--- src/rtl/router_arb_pkg.sv ---
// Shared definitions for the router output-port arbiter.
// FSM state encoding and the default channel count.
package router_arb_pkg;

  localparam int NUMBER_CHANNELS = 5;

  localparam logic ST_IDLE   = 1'b0;
  localparam logic ST_LOCKED = 1'b1;

endpackage

--- src/rtl/rr_pick.sv ---
// Combinational round-robin picker: lowest priority is start_i,
// search begins at start_i+1. Ports: req_i, start_i -> gnt_o, idx_o, any_o.
module rr_pick #(
  parameter int N  = router_arb_pkg::NUMBER_CHANNELS,
  parameter int IW = (N > 1) ? $clog2(N) : 1
) (
  input  logic [N-1:0]  req_i,
  input  logic [IW-1:0] start_i,
  output logic [N-1:0]  gnt_o,
  output logic [IW-1:0] idx_o,
  output logic          any_o
);

  always_comb begin
    int c;
    logic found;
    c     = 0;
    found = 1'b0;
    gnt_o = '0;
    idx_o = '0;
    for (int k = 1; k <= N; k++) begin
      c = (int'(start_i) + k) % N;
      if (!found && req_i[c]) begin
        found    = 1'b1;
        gnt_o[c] = 1'b1;
        idx_o    = IW'(c);
      end
    end
    any_o = found;
  end

endmodule

--- src/rtl/output_port_arbiter.sv ---
// Per-output-port packet arbiter: round-robin grant held head to tail.
// Ports: clk, rst_n, req, tail, out_ready -> sel, idle, out_valid, ack.
module output_port_arbiter #(
  parameter int NUMBER_CHANNELS = router_arb_pkg::NUMBER_CHANNELS
) (
  input  logic                       clk,
  input  logic                       rst_n,
  input  logic [NUMBER_CHANNELS-1:0] req,
  input  logic [NUMBER_CHANNELS-1:0] tail,
  input  logic                       out_ready,
  output logic [NUMBER_CHANNELS-1:0] sel,
  output logic                       idle,
  output logic                       out_valid,
  output logic [NUMBER_CHANNELS-1:0] ack
);

  import router_arb_pkg::*;

  localparam int N  = NUMBER_CHANNELS;
  localparam int IW = (N > 1) ? $clog2(N) : 1;

  logic          state_q, state_d;
  logic [N-1:0]  sel_q, sel_d;
  logic          idle_q, idle_d;
  logic [IW-1:0] last_q, last_d;

  logic [N-1:0]  pick_req;
  logic [N-1:0]  pick_gnt;
  logic [IW-1:0] pick_idx;
  logic          pick_any;
  logic          tail_hit;

  assign ack       = sel_q & req & {N{out_ready}};
  assign out_valid = |(sel_q & req);
  assign tail_hit  = |(ack & tail);
  assign sel       = sel_q;
  assign idle      = idle_q;

  // While locked, last_q is the owner g, so one
  // start index serves both arbitration paths.
  assign pick_req = (state_q == ST_LOCKED) ?
                    (req & ~sel_q) : req;

  rr_pick #(.N(N), .IW(IW)) u_pick (
    .req_i   (pick_req),
    .start_i (last_q),
    .gnt_o   (pick_gnt),
    .idx_o   (pick_idx),
    .any_o   (pick_any)
  );

  always_comb begin
    state_d = state_q;
    sel_d   = sel_q;
    idle_d  = idle_q;
    last_d  = last_q;
    unique case (1'b1)
      (state_q == ST_IDLE): begin
        if (pick_any) begin
          state_d = ST_LOCKED;
          sel_d   = pick_gnt;
          idle_d  = 1'b0;
          last_d  = pick_idx;
        end
      end
      default: begin
        if (tail_hit) begin
          if (pick_any) begin
            sel_d  = pick_gnt;
            last_d = pick_idx;
          end else begin
            state_d = ST_IDLE;
            sel_d   = '0;
            idle_d  = 1'b1;
          end
        end
      end
    endcase
  end

  always_ff @(posedge clk or negedge rst_n) begin
    if (!rst_n) begin
      state_q <= ST_IDLE;
      sel_q   <= '0;
      idle_q  <= 1'b1;
      last_q  <= IW'(N - 1);
    end else begin
      state_q <= state_d;
      sel_q   <= sel_d;
      idle_q  <= idle_d;
      last_q  <= last_d;
    end
  end

endmodule

--- config.mk ---
export PLATFORM = sky130hd
export DESIGN_NAME = output_port_arbiter
export DESIGN_NICKNAME = d
export VERILOG_FILES = /design/src/rtl/router_arb_pkg.sv /design/src/rtl/rr_pick.sv /design/src/rtl/output_port_arbiter.sv
export SDC_FILE = /design/constraint.sdc
export NUM_CORES = 1
export LEC_CHECK = 0
export ABC_AREA = 1
export CORE_AREA = 2 2 82 84
export CTS_CLUSTER_DIAMETER = 40
export CTS_CLUSTER_SIZE = 14
export DETAILED_ROUTE_END_ITERATION = 10
export DIE_AREA = 0 0 84 86
export PLACE_DENSITY = 0.72
export RECOVER_POWER = 25
export SLEW_MARGIN = 20
export SYNTH_ARGS = -nofsm -noshare
export SYNTH_HDL_FRONTEND = slang
export SYNTH_SLANG_ARGS = --single-unit
--- constraint.sdc ---
create_clock -name clk -period 4.3 [get_ports clk]
set_input_delay 0.43 -clock clk [delete_from_list [all_inputs] [get_ports clk]]
set_output_delay 0.43 -clock clk [all_outputs]
set_load 0.01 [all_outputs]
## Yosys cells after proc, flatten, opt, wreduce, memory -nomap -nowiden

Cells that the tools add are included.

- Flip-flop bits (word level): 10
- Bits of input ports: 13
- Output and inout port bits: 12
- Word-level logic and storage cells: 108

- Add/sub/neg operators: 5
- Divide/modulo/power cells: 5
- $lt $le $gt $ge: 10
- Equal/unequal tests: 2
- Mux-type cells: 55
- Bitwise gates (word level): 9
- Reductions and logical operators: 18

Operators with widths:

| cell | number |
|---|---|
| greater-or-equal comparator 32 x 1 -> 1 bit (second input constant) | 5 |
| < comparator 32 x 5 -> 1 bit (second input constant) | 5 |
| modulo 32 x 4 -> 32 bit (second input constant) | 5 |
| 2-to-1 mux 5 bit | 10 |
| 2-to-1 mux 1 bit | 27 |
| 2-to-1 mux 3 bit | 8 |
| AND 5 bit | 4 |
| OR 5 bit | 4 |
| binary-select mux 1 bit (select 3 bit) | 5 |
| demux 1 bit (select 3 bit) | 5 |
| OR reduction 5 bit | 2 |
| logical AND 1 bit | 9 |
| adder 3 x 2 -> 4 bit (second input constant) | 2 |
| adder 3 x 3 -> 4 bit (second input constant) | 2 |
| inverter 5 bit | 1 |
| adder 3 x 1 -> 4 bit (second input constant) | 1 |
| logical NOT 1 bit | 4 |
| AND reduction 3 bit | 1 |
| != test 2 x 1 -> 1 bit (second input constant) | 1 |
| != test 2 bit (second input constant) | 1 |
| AND reduction 2 bit | 1 |
| nonzero test 2 bit | 1 |

## Depth between registers and ports, before layout

Gate-level depths: netlist of run 1.

- Word-level depth: 22
- Mapped depth: 30
- Depth with buffers taken out: 28

## Modules after synthesis

A second synthesis of run 1 with hierarchy kept.

- Cell total of the unflattened synthesis: 551
- Area, all modules: 3310.7 µm²

Modules (own cells, without submodules):

| module | times used | cells an instance | area an instance (µm²) | seq. area each (µm²) |
|---|---|---|---|---|
| rr_pick | 1 | 478 | 2715.1 | 0.0 |
| output_port_arbiter | 1 | 73 | 595.6 | 252.7 |

## Worst setup path after synthesis of run 1

No wires, ideal clock.

- Path type: register to register
- Start: register last_q[0]
- End: register last_q[1]
- Library setup time: 0.117 ns
- Arrival: 3.884 ns
- Required time: 4.183 ns
- Slack: 0.299 ns
- Cell stages (with the launch flop): 29
- Buffers on the path: 3
- Clock period less this slack: 4.001 ns
- Path through: dfrtp_1 -> buf_4 -> clkbuf_1 -> inv_1 -> ha_1 -> buf_2 -> inv_1 -> ha_1 -> inv_1 -> nand3_2 -> nand2_4 -> nand2_4 -> xor2_1 -> ha_1 -> inv_1 -> nand3_2 -> nand3_2 -> nand2_1 -> nand2_2 -> nand2_1 -> inv_1 -> nand2_2 -> nand3_4 -> nand3_4 -> nor2_4 -> nor2_4 -> inv_2 -> nand2_1 -> nand2_1

- Word-level cells in the longest chain between the ends: 21
- Elaborated cells between the ends (all ways): 46
- Those cells by class: add/sub: 5; div: 5; mux: 28; reduce/logical: 8

RTL lines:

| item | line | RTL |
|---|---|---|
| from (decl) | output_port_arbiter.sv:25 | `logic [IW-1:0] last_q, last_d;` |
| from (signal assigned) | output_port_arbiter.sv:86 | `last_q <= IW'(N - 1);` |
| from (signal assigned) | output_port_arbiter.sv:91 | `last_q <= last_d;` |
| adder 3 x 1 -> 4 bit | rr_pick.sv:22 | `c = (int'(start_i) + k) % N;` |
| modulo 32 x 4 -> 32 bit | rr_pick.sv:22 |  |
| binary-select mux 1 bit (select 3 bit) | rr_pick.sv:23 | `if (!found && req_i[c]) begin` |
| 2-to-1 mux 1 bit (implied by the code) (2 in a row) | rr_pick.sv:23 |  |
| 2-to-1 mux 1 bit | rr_pick.sv:23 |  |
| logical NOT 1 bit | rr_pick.sv:23 |  |
| logical AND 1 bit | rr_pick.sv:23 |  |
| 2-to-1 mux 1 bit | rr_pick.sv:23 |  |
| (+4 left out) | - |  |
| logical AND 1 bit | rr_pick.sv:23 |  |
| 2-to-1 mux 1 bit | rr_pick.sv:23 |  |
| logical NOT 1 bit | rr_pick.sv:23 |  |
| logical AND 1 bit | rr_pick.sv:23 |  |
| 2-to-1 mux 3 bit or 2-to-1 mux 1 bit (tied branches) | rr_pick.sv:23 |  |
| 2-to-1 mux 3 bit * | output_port_arbiter.sv:59, output_port_arbiter.sv:68 |  |
| 2-to-1 mux 3 bit | output_port_arbiter.sv:67 | `if (tail_hit) begin` |
| 2-to-1 mux 3 bit * | output_port_arbiter.sv:57 | `unique case (1'b1)` |

Every way passes the cells marked *; elsewhere a longest branch is shown, timed or not. The select of a mux whose other input is x is not followed.
A chain may end at the register's enable or synchronous reset.

## Worst setup path after layout of run 1

- Start: register last_q[2]
- End: register sel_q[2], in the netlist sel[2]

- Word-level cells in the longest chain between the ends: 21
- Elaborated cells between the ends (all ways): 78
- Those cells by class: add/sub: 5; div: 5; order compare: 10; mux: 39; bitwise: 4; reduce/logical: 15

RTL lines:

| item | line | RTL |
|---|---|---|
| branches (longest 21 deep; another with modulo 32 x 4 -> 32 bit) | - |  |
| to (signal assigned) | output_port_arbiter.sv:89 | `sel_q <= sel_d;` |
| to (decl) | output_port_arbiter.sv:23 | `logic [N-1:0] sel_q, sel_d;` |

Parallel ways; which one is timed is not known. The select of a mux whose other input is x is not followed.

==> impl_summary.log, run 1 <==
[metrics] run status: finished clean
[metrics] initial antenna violation count: 0
[metrics] required time at the worst-slack endpoint: 4.48 ns
[metrics] path category of the worst min-delay check: flip-flop to flip-flop
[metrics] depth of the CTS H-tree: 1
[metrics] area enclosed by the die boundary: between 7000 and 8000 µm²
[metrics] top-level I/O count: 25
[metrics] share of synthesized area occupied by flip-flops and latches: 0.0814
[metrics] number of CTS-inserted buffers: 3
[metrics] M1 wire length: roughly 4000 µm
[metrics] worst relative slew slack: 0.471
[metrics] max-cap violation count: 0
[metrics] global-route wire length before repair: roughly 14,000 µm
[metrics] die boundary width: 84 µm
[metrics] via count of the first global-routing pass: roughly 3,000
[metrics] final layout net count: 595
[metrics] sum of buffers and inverters on the critical path: 5
[metrics] Overflow after GRT: 0
[metrics] Residual DRC: 0
[metrics] critical path's top delay family: simple AND/OR/NAND/NOR gates
[metrics] maximum fanout encountered on the critical timing path: 9
[metrics] # clock sinks: 10
[metrics] Final ANT Viol Nets: 0
[metrics] combined area of the multi-input logic cells: 2520 µm²
[metrics] series of cell instances along the critical path: inv_8, ha_2, inv_1, a21oi_2, xor2_1, ha_1, inv_1, a21oi_1, nand2_2, o21ai_2, nor2_1, a21oi_1, nand2b_1, nand2_4, inv_2, nand3_4, inv_4, nand3_1, nand3_1, nand2_1, nand2_1
[metrics] Yosys warning total: 0
[metrics] data arrival time of the worst path: approximately 4.2 ns
[metrics] total count of hold-check failures in the final report: 0
[metrics] number of inserted diodes: 0
[metrics] element type at the critical path start: flip-flop
[metrics] top_reg_cell synth: sky130_fd_sc_hd__dfrtp_1
[metrics] Static Leak: approximately 0.0018 µW
[metrics] final weighted congestion in routability-driven placement: between 0.8 and 0.9
[metrics] register area: 253 µm²
[metrics] final period utilization: 0.929
[metrics] maximum clock skew at final layout: 0.00413 ns
[metrics] Crit path largest cell delay: about 0.65 ns
[metrics] top routing layer in use: met4
[metrics] met3 wire len: 364 µm
[metrics] Avg Vias per Cell: 5.38
[metrics] post-synthesis instance total: 520
[metrics] Slowest cell on crit path: sky130_fd_sc_hd__dfstp_2
[metrics] Layout area overhead: 13.7%
[metrics] share of layout cells above drive strength 1: 0.161
[metrics] DR vias: 3,361
[metrics] highest-count cells in the layout ignoring fill and taps: 148 x sky130_fd_sc_hd__nand2_1, 69 x sky130_fd_sc_hd__inv_1, 51 x sky130_fd_sc_hd__nand3_1
[metrics] count of fill cells added during filler insertion: 633
[metrics] TritonCTS clock tree: done
[metrics] summed instance area of the synthesized netlist: 3100 µm²
[metrics] vertical die dimension: 86 µm
[metrics] Non-Filler Cell Area, Final: 3530 µm²
[metrics] instance area after placement: 3440 µm²
[metrics] final count of pins violating max slew: 0
[metrics] flip-flop and latch count after synthesis: 10
[metrics] most common library cell in the layout ignoring fill and taps: sky130_fd_sc_hd__nand2_1
[metrics] post-synth cell types: 46
[metrics] sort of element at the end of the critical path: flip-flop
[metrics] total length of routed wires: ~8300 µm
[metrics] initial standard-cell utilization of the core: 0.495
[metrics] Crit Path Category: flip-flop to flip-flop
[metrics] power density cells: between 150 and 200 nW/µm²
[metrics] number of buffer cells added on primary ports: 24
[metrics] final number of setup-violating endpoints: 0
[metrics] average cell area after synthesis: 5.97 µm²
[metrics] maximum buffer depth of the clock tree: 2
[metrics] peak ir drop on the vdd network: 0.307 mV
[metrics] standard cell core area: 6280 µm²
[metrics] Clock Root Buffer: sky130_fd_sc_hd__clkbuf_8
[metrics] actual slew at the worst max-slew pin: 0.787 ns
[metrics] smallest hold slack: 0.542 ns
[metrics] DR WL/cell: 13.3 µm
[metrics] total half-perimeter wirelength after legalization and detailed placement: 6900 µm
[metrics] final design utilization: 0.562
[metrics] total negative slack for setup checks: 0 ns
[metrics] 1st-iter DRT viols: between 200 and 250
[metrics] FP Rows: 29
[metrics] largest net degree at the start of global routing: 22
[metrics] f_max: 0.250 GHz
[metrics] overall track demand over capacity in global routing: 0.231
[metrics] final critical delay including setup and external delays: 4.00 ns
[metrics] share of async-settable or async-resettable flops after synthesis: 1.00
[metrics] EDFF count, synth: 0
[metrics] DRT Pass-1 Iters: 5
[metrics] clock-pin slew reported for the worst setup and hold paths after clock tree synthesis: 0.05 ns
[metrics] post-synthesis net count: 566
[metrics] insertion delay to the later sink of the worst-skew pair: 0.24 ns
[metrics] total length of routed met2 wires: 3810 µm
[flip-flops by register name, indices dropped and copies added, names as in the netlist]
| register | flops |
|---|---|
| idle | 1 |
| sel | 5 |
| state_q | 1 |
| last_q | 3 |
[area by class of cell]
type / instances / area share
flip-flops and latches: 10 / 0.0716
clock buffers: 4 / 0.0156
multi-input cells: 422 / 0.714
repair buffers: 30 / 0.0808
well taps: 77 / 0.0273
inverters: 82 / 0.0904
[layer usage]
layer	global-route usage	vias to the layer above
met2	0.385	83
met1	0.333	1533
met5	0	-
met4	0.0264	0
met3	0.0231	10
li1	-	1735
[stage by stage]
stage / worst slack, ns / instances / total power (µW)
3_3_place_gp: 0.218 / 619 / 508
3_5_place_dp: 0.148 / 619 / 512
5_1_grt: -0.00518 / 625 / 700
2_1_floorplan: 0.299 / 520 / 424
4_1_cts: 0.138 / 623 / 634
6_report: 0.304 / 625 / 641
[report_power, final]
| part | internal (µW) | leakage [µW] | total, µW | switching, µW |
|---|---|---|---|---|
| clock | 80.6 | 0.0000288 | 119 | 38.4 |
| sequential | 95.7 | 0.000125 | 98.2 | 2.51 |
| combinational | 137 | 0.00166 | 424 | 287 |
| total | 313 | 0.00182 | 641 | 328 |
[cell usage after synthesis (all sizes together) (3+ instances only)]
cell type  instances  area, µm²
nand2            179        800
inv               81        314
nand3             63        420
nor2              47        219
ha                33        413
o21ai             24        143
nand4             18        113
a21oi             15       86.3
nor3              10       50.1
dfrtp              8        200
xor2               7       68.8
nor4               5       31.3
buf                3       23.8
clkbuf             3       11.3
[worst paths after layout]
path                            from  endpoint  slack [ns]  depth (start not counted)
max                        last_q[2]    sel[2]        0.30                         21
min                             idle      idle        0.54                          1
max reg2reg                last_q[2]    sel[2]        0.30                         21
min reg2reg                     idle      idle        0.54                          1
max in group asynchronous      rst_n      idle        3.38                          1
min in group asynchronous      rst_n    sel[4]        0.57                          1
[repair_timing]
| item | CTS | global route |
|---|---|---|
| endpoints found under the hold margin | 0 | 0 |
| hold buffers | 0 | 0 |
| setup endpoints to repair | 0 | 10 |
| gates resized for setup | 0 | 4 |
| setup buffers | 0 | 2 |
[logic make-up after synthesis]
family,synth area share
buf+inv,0.114
simple gates,0.541
xor+xnor,0.0222
fa+ha+maj,0.133
flops,0.0814
compound gates,0.108
No activity file was read; power rests on OpenSTA's default activity.
==> run 2, diff against run 1 <==
- SLEW_MARGIN: 20 -> unset
==> results of run 2 <==
Final layout, timing and power as in run 1 (identical DEF).
==> run 3, diff against run 2 <==
==> constraint.sdc (replaced) <==
create_clock -name clk -period 4.3 [get_ports clk]
set_input_delay 1.075 -clock clk [delete_from_list [all_inputs] [get_ports clk]]
set_output_delay 1.075 -clock clk [all_outputs]
set_load 0.01 [all_outputs]
==> results of run 3 <==
The final DEF is identical to that of run 1. Status: finished clean.
